`src/rtl/midi_note_tracker_pkg.sv`:
```
// Shared MIDI constants and types for the note tracker and its held-key stack.
package gb_midi_pkg;

    localparam logic [3:0] NOTE_OFF     = 4'h8;
    localparam logic [3:0] NOTE_ON      = 4'h9;
    localparam logic [7:0] REALTIME_MIN = 8'hF8;

    typedef enum logic {
        WAIT_KEY,
        WAIT_VEL
    } parse_state_t;

    typedef enum logic [1:0] {
        RS_NONE,
        RS_OFF,
        RS_ON
    } run_status_t;

    typedef struct packed {
        logic       valid;
        logic [6:0] key;
        logic [6:0] vel;
    } stack_entry_t;

endpackage

```
`src/rtl/note_stack.sv`:
```
// Last-note-priority held-key stack, entry 0 is the top; push dedupes and drops the oldest when full.
// Single-cycle update, never stalls; top_key/top_vel/empty show the post-operation top for this cycle.
module note_stack
    import gb_midi_pkg::*;
#(
    parameter int STACK_DEPTH = 4
) (
    input  logic                               clk,
    input  logic                               reset,
    input  logic                               push,
    input  logic                               remove,
    input  logic [6:0]                         key,
    input  logic [6:0]                         vel,
    output logic [6:0]                         top_key,
    output logic [6:0]                         top_vel,
    output logic                               empty,
    output logic [$clog2(STACK_DEPTH+1)-1:0]   count
);

    localparam int CW = $clog2(STACK_DEPTH + 1);

    stack_entry_t ent [STACK_DEPTH];
    stack_entry_t ext [STACK_DEPTH+1];
    stack_entry_t rem [STACK_DEPTH];
    stack_entry_t nxt [STACK_DEPTH];
    logic          found;
    logic [CW-1:0] rem_count;
    logic [CW-1:0] nxt_count;

    always_comb begin
        for (int i = 0; i < STACK_DEPTH; i++) begin
            ext[i] = ent[i];
        end
        ext[STACK_DEPTH] = '0;

        // Entries are unique, so everything at and below the single match shifts up by one.
        found = 1'b0;
        for (int i = 0; i < STACK_DEPTH; i++) begin
            if (ext[i].valid && ext[i].key == key) begin
                found = 1'b1;
            end
            rem[i] = found ? ext[i+1] : ext[i];
        end
        rem_count = count - CW'(found);

        nxt       = ent;
        nxt_count = count;
        if (push) begin
            nxt[0] = '{valid: 1'b1, key: key, vel: vel};
            for (int i = 1; i < STACK_DEPTH; i++) begin
                nxt[i] = rem[i-1];
            end
            nxt_count = (rem_count == CW'(STACK_DEPTH)) ? rem_count : rem_count + CW'(1);
        end else if (remove) begin
            nxt       = rem;
            nxt_count = rem_count;
        end
    end

    always_ff @(posedge clk) begin
        if (reset) begin
            for (int i = 0; i < STACK_DEPTH; i++) begin
                ent[i] <= '0;
            end
            count <= '0;
        end else begin
            for (int i = 0; i < STACK_DEPTH; i++) begin
                ent[i] <= nxt[i];
            end
            count <= nxt_count;
        end
    end

    assign top_key = nxt[0].key;
    assign top_vel = nxt[0].vel;
    assign empty   = !nxt[0].valid;

endmodule

```
`src/rtl/midi_note_tracker.sv`:
```
// Single-channel MIDI parser with running status driving a last-note-priority key stack.
// Outputs registered at the edge that samples the completing byte; accepts a byte every cycle, no backpressure.
module midi_note_tracker
    import gb_midi_pkg::*;
#(
    parameter int CHANNEL     = 0,
    parameter int STACK_DEPTH = 4
) (
    input  logic                               clk,
    input  logic                               reset,
    input  logic [7:0]                         midi_byte,
    input  logic                               midi_valid,
    output logic                               note_on,
    output logic [6:0]                         note_start,
    output logic [6:0]                         vel_start,
    output logic                               note_repeat,
    output logic [$clog2(STACK_DEPTH+1)-1:0]   stack_count
);

    localparam logic [3:0] CH = 4'(CHANNEL);

    parse_state_t state_q, state_d;
    run_status_t  rs_q, rs_d;
    logic [6:0]   key_q, key_d;
    logic         push, remove;
    logic [6:0]   top_key, top_vel;
    logic         empty;

    always_comb begin
        state_d = state_q;
        rs_d    = rs_q;
        key_d   = key_q;
        push    = 1'b0;
        remove  = 1'b0;
        // Realtime bytes fall through untouched, even in the middle of a message.
        if (midi_valid && midi_byte < REALTIME_MIN) begin
            if (midi_byte[7]) begin
                state_d = WAIT_KEY;
                if (midi_byte[3:0] == CH && midi_byte[7:4] == NOTE_OFF) begin
                    rs_d = RS_OFF;
                end else if (midi_byte[3:0] == CH && midi_byte[7:4] == NOTE_ON) begin
                    rs_d = RS_ON;
                end else begin
                    rs_d = RS_NONE;
                end
            end else if (rs_q != RS_NONE) begin
                if (state_q == WAIT_KEY) begin
                    key_d   = midi_byte[6:0];
                    state_d = WAIT_VEL;
                end else begin
                    state_d = WAIT_KEY;
                    if (rs_q == RS_ON && midi_byte[6:0] != 7'd0) begin
                        push = 1'b1;
                    end else begin
                        remove = 1'b1;
                    end
                end
            end
        end
    end

    always_ff @(posedge clk) begin
        if (reset) begin
            state_q <= WAIT_KEY;
            rs_q    <= RS_NONE;
            key_q   <= '0;
        end else begin
            state_q <= state_d;
            rs_q    <= rs_d;
            key_q   <= key_d;
        end
    end

    note_stack #(
        .STACK_DEPTH(STACK_DEPTH)
    ) u_stack (
        .clk     (clk),
        .reset   (reset),
        .push    (push),
        .remove  (remove),
        .key     (key_q),
        .vel     (midi_byte[6:0]),
        .top_key (top_key),
        .top_vel (top_vel),
        .empty   (empty),
        .count   (stack_count)
    );

    // On an empty stack the last key/velocity are held so the envelope can release cleanly.
    always_ff @(posedge clk) begin
        if (reset) begin
            note_on     <= 1'b0;
            note_start  <= '0;
            vel_start   <= '0;
            note_repeat <= 1'b0;
        end else begin
            note_repeat <= push && note_on && (note_start == key_q);
            if (push || remove) begin
                note_on <= !empty;
                if (!empty) begin
                    note_start <= top_key;
                    vel_start  <= top_vel;
                end
            end
        end
    end

endmodule

```
`config.mk`:
```
export PLATFORM = sky130hd
export DESIGN_NAME = midi_note_tracker
export DESIGN_NICKNAME = d
export VERILOG_FILES = /design/src/rtl/midi_note_tracker_pkg.sv /design/src/rtl/note_stack.sv /design/src/rtl/midi_note_tracker.sv
export SDC_FILE = /design/constraint.sdc
export NUM_CORES = 1
export LEC_CHECK = 0
export ABC_AREA = 1
export CAP_MARGIN = 25
export CORE_ASPECT_RATIO = 1.2
export CORE_MARGIN = 1
export CORE_UTILIZATION = 65
export DETAILED_ROUTE_END_ITERATION = 12
export PLACE_DENSITY = 0.91
export SLEW_MARGIN = 40
export SYNTH_ARGS = -nofsm -noshare
export SYNTH_HDL_FRONTEND = slang
export SYNTH_SLANG_ARGS = --single-unit
export TNS_END_PERCENT = 1
```
`constraint.sdc`:
```
create_clock -name clk -period 3.84 [get_ports clk]
set_input_delay 0.768 -clock clk [delete_from_list [all_inputs] [get_ports clk]]
set_output_delay 0.768 -clock clk [all_outputs]
set_load 0.02 [all_outputs]
```
==> flow_summary.json <==
{
  "run_status": "finished clean",
  "maxCapViolations": 0,
  "top_level_ports": 30,
  "asyncSetResetFlopFracSynth": 0,
  "floorplan.die.height_um": 101,
  "setup-violations-final": 0,
  "cts_max_level": 3,
  "rsz0062_at_grt": "no",
  "drt-wirelength-per-cell_um": 15.1,
  "grt_first_pass_wirelength_um": 23800,
  "placed_cells": 923,
  "setup.worst_path.start": "key_q[2]$_SDFFE_PP0P_",
  "detailed_place_hpwl_um": 9600,
  "static-leakage-power_nw": 2.48,
  "grt_max_degree": 56,
  "postCtsResizedCells": 0,
  "drtIter0Drc": 876,
  "antenna_left": 0,
  "layout_overhead_on_the_synthesized_area_pct": 8.01,
  "post_detailed_route_drc_marker_count": 0,
  "final_max_slew_viol_count": 0,
  "rr_startpoint": "key_q[2]$_SDFFE_PP0P_",
  "max_freq_mhz": 337,
  "syn_area_mm2": 0.00531,
  "skew_ns": 0.00881,
  "die_x_um": 84.5,
  "cts_buffers": 9,
  "clock_tree.root_cell": "clkbuf_8",
  "synth_enable_flop_cells": 0,
  "floorplan.initialDensity": 0.681,
  "r2r_cells": 14,
  "cts.clk_slew.worst_paths_ns": 0.09,
  "ys.flop_type": "dfxtp_1",
  "syn-instance-count": 841,
  "hold_slack_ns": 0.484,
  "globalplace.congestion": 0.876,
  "fin_crit_sh": 0.773,
  "cts_max_path_buffers": 2,
  "r2r_slack_ns": 0.87,
  "hold_viol_final": 0,
  "critical_path.max_fanout": 17,
  "setup_crit_path_kind": "reg2reg",
  "insertion_delay_ns": 0.37,
  "worst_r2r_endpoint": "u_stack.count[2]$_SDFFE_PP0P_",
  "grt_util_all_layers": 0.348,
  "yosysSeqAreaShare": 0.336,
  "yosys_register_bits": 89,
  "port-buffer-count": 29,
  "grt_pass1_vias": 5176,
  "critical_path.endpoint_type": "flop",
  "detailroute.via_count": 5608,
  "worst_slew_pin_slew_ns": 0.639,
  "syn-mean-instance-area_um2": 6.31,
  "setup_tns_ns": 0,
  "leftover_overflow_at_the_end_of_global_routing": 0,
  "stdcell_count": 939,
  "grt_antenna_before_repair": 0,
  "detailed_routing_iteration_count_for_the_pre_antenna_repair_pass": 5,
  "post_drt_via_cell_ratio": 5.97,
  "detailedPlace.worstSlack_ns": 0.627,
  "setup_slack_after_layout_ns": 0.873,
  "synth.distinct_cells": 36,
  "clock_sinks": 89,
  "routed_wirelength_um": 14200,
  "fp.coreArea_mm2": 0.00779,
  "n_fill_cell": 615,
  "critical_path.endpoint": "u_stack.count[2]$_SDFFE_PP0P_",
  "antenna-diode-count": 0,
  "slew_headroom": 0.574,
  "time_the_worst_path_needs_with_i_o_delays_and_setup_ns": 2.97,
  "critical_path_required_ns": 4.10,
  "std_cell_rows": 35,
  "holdCritPathClass": "reg2reg",
  "cts_hold_buffers": 0,
  "post-cts-setup-buffers": 0,
  "fin_nets": 855,
  "cts_tree": "yes",
  "post_syn_nets": 854,
  "worstPathArrival_ns": 3.23,
  "worstSetupStartpointType": "flop",
  "die_area_mm2": 0.00854,
  "vdd_drop_max_uv": 312,
  "power_density_mw_per_mm2": 309,
  "final_layout_size_suffix_gt1_frac": 0.0649,
  "yosys_warnings": 0
}
## per-stage QoR
step	util	power, W	cell area [um^2]
floorplan	-	0.00103	5310
global placement	0.708	0.00106	5520
detailed placement	0.708	0.00106	5520
CTS	0.736	0.00176	5740
global route	0.736	0.00182	5740
finish	0.736	0.00177	5740
## routing by layer
| metal | part of all wire | routed length [um] | track usage | vias up |
|---|---|---|---|---|
| met5 | 0 | 0 | 0 | - |
| met4 | 0.033 | 467 | 0.183 | 0 |
| met3 | 0.086 | 1220 | 0.0549 | 47 |
| met2 | 0.47 | 6660 | 0.570 | 343 |
| met1 | 0.41 | 5830 | 0.445 | 2526 |
| li1 | - | - | - | 2692 |
## worst max-delay path: stages, from the launching register on
cell and delay (ns):
dfxtp_1 0.62, inv_1 0.19, a21oi_1 0.15, nand2_1 0.06
nor2_1 0.16, nand2_2 0.33, nand4_2 0.28, ha_1 0.19
ha_1 0.27, nor2_1 0.16, inv_1 0.07, o21ai_0 0.15
nand3_1 0.09, o211ai_1 0.10, inv_1 0.05
## worst min-delay path by stage
stage	start	endpoint	slack [ns]	depth (start not counted)
2_1_floorplan	u_stack.ent[0]$_SDFFE_PP0P_	u_stack.ent[0]$_SDFFE_PP0P_	0.46	2
3_5_place_dp	u_stack.ent[4]$_SDFFE_PP0P_	u_stack.ent[4]$_SDFFE_PP0P_	0.48	2
3_3_place_gp	u_stack.ent[4]$_SDFFE_PP0P_	u_stack.ent[4]$_SDFFE_PP0P_	0.47	2
4_1_cts	u_stack.ent[4]$_SDFFE_PP0P_	u_stack.ent[4]$_SDFFE_PP0P_	0.49	2
6_report	u_stack.ent[4]$_SDFFE_PP0P_	u_stack.ent[4]$_SDFFE_PP0P_	0.48	2
5_1_grt	u_stack.ent[2]$_SDFFE_PP0P_	u_stack.ent[2]$_SDFFE_PP0P_	0.51	2
## cells in the final DEF (no fill, tap or decap), types with 3 or more instances in the layout
master,count
a21oi_1,32
a31oi_1,18
buf_4,10
clkbuf_8,9
clkdlybuf4s50_1,28
dfxtp_1,89
inv_1,107
inv_2,4
nand2_1,236
nand2_2,3
nand3_1,133
nand3_2,3
nand4_1,5
nand4_2,11
nor2_1,90
nor2_2,3
o211ai_1,13
o21ai_0,8
o22ai_1,6
xnor2_1,11
xor2_1,3
## layout make-up
| type | count | area [um^2] | area share |
|---|---|---|---|
| multi-input cells | 591 | 2840 | 0.495 |
| clock buffers | 10 | 128 | 0.0223 |
| flip-flops and latches | 89 | 1780 | 0.311 |
| clock inverters | 6 | 91.3 | 0.0159 |
| well taps | 92 | 115 | 0.0201 |
| inverters | 112 | 420 | 0.0733 |
| repair buffers | 39 | 360 | 0.0628 |
## logic make-up after synthesis
group / share of synthesized area
AND/OR/NAND/NOR: 0.409
adder cells (fa/ha/maj): 0.00471
flip-flops: 0.336
buffers and inverters: 0.131
XOR/XNOR: 0.0262
AO/OA/AOI/OAI: 0.0935
## power by group
part           internal, W  total (W)  switching (W)  leakage, nW
registers         0.000927   0.000939      0.0000114        0.717
logic            0.0000331   0.000104      0.0000710         1.65
clock network     0.000370   0.000729       0.000359        0.104
## synth_stat cells (4+ instances only)
master    count  area [um^2]
nand4_2      11          138
inv_1       107          402
nor2_2        4         25.0
o22ai_1       6         37.5
nand4_1       5         31.3
o21ai_0       8         40.0
o211ai_1     13         97.6
a21oi_1      32          160
inv_2         4         15.0
nand3_1     133          666
nand2_1     236          886
a31oi_1      18          113
nor2_1       90          338
dfxtp_1      89         1780
buf_2        15         75.1
buf_6         6         67.6
buf_4         7         52.6
xnor2_1      11         96.3
clkbuf_1     20         75.1
## state kept, by name, indices dropped and copies added (netlist names)
name,flops
u_stack.count,3
u_stack.ent,60
note_start,7
key_q,7
state_q,1
note_on,1
rs_q,2
vel_start,7
note_repeat,1
(Power assumes the default switching activity.)
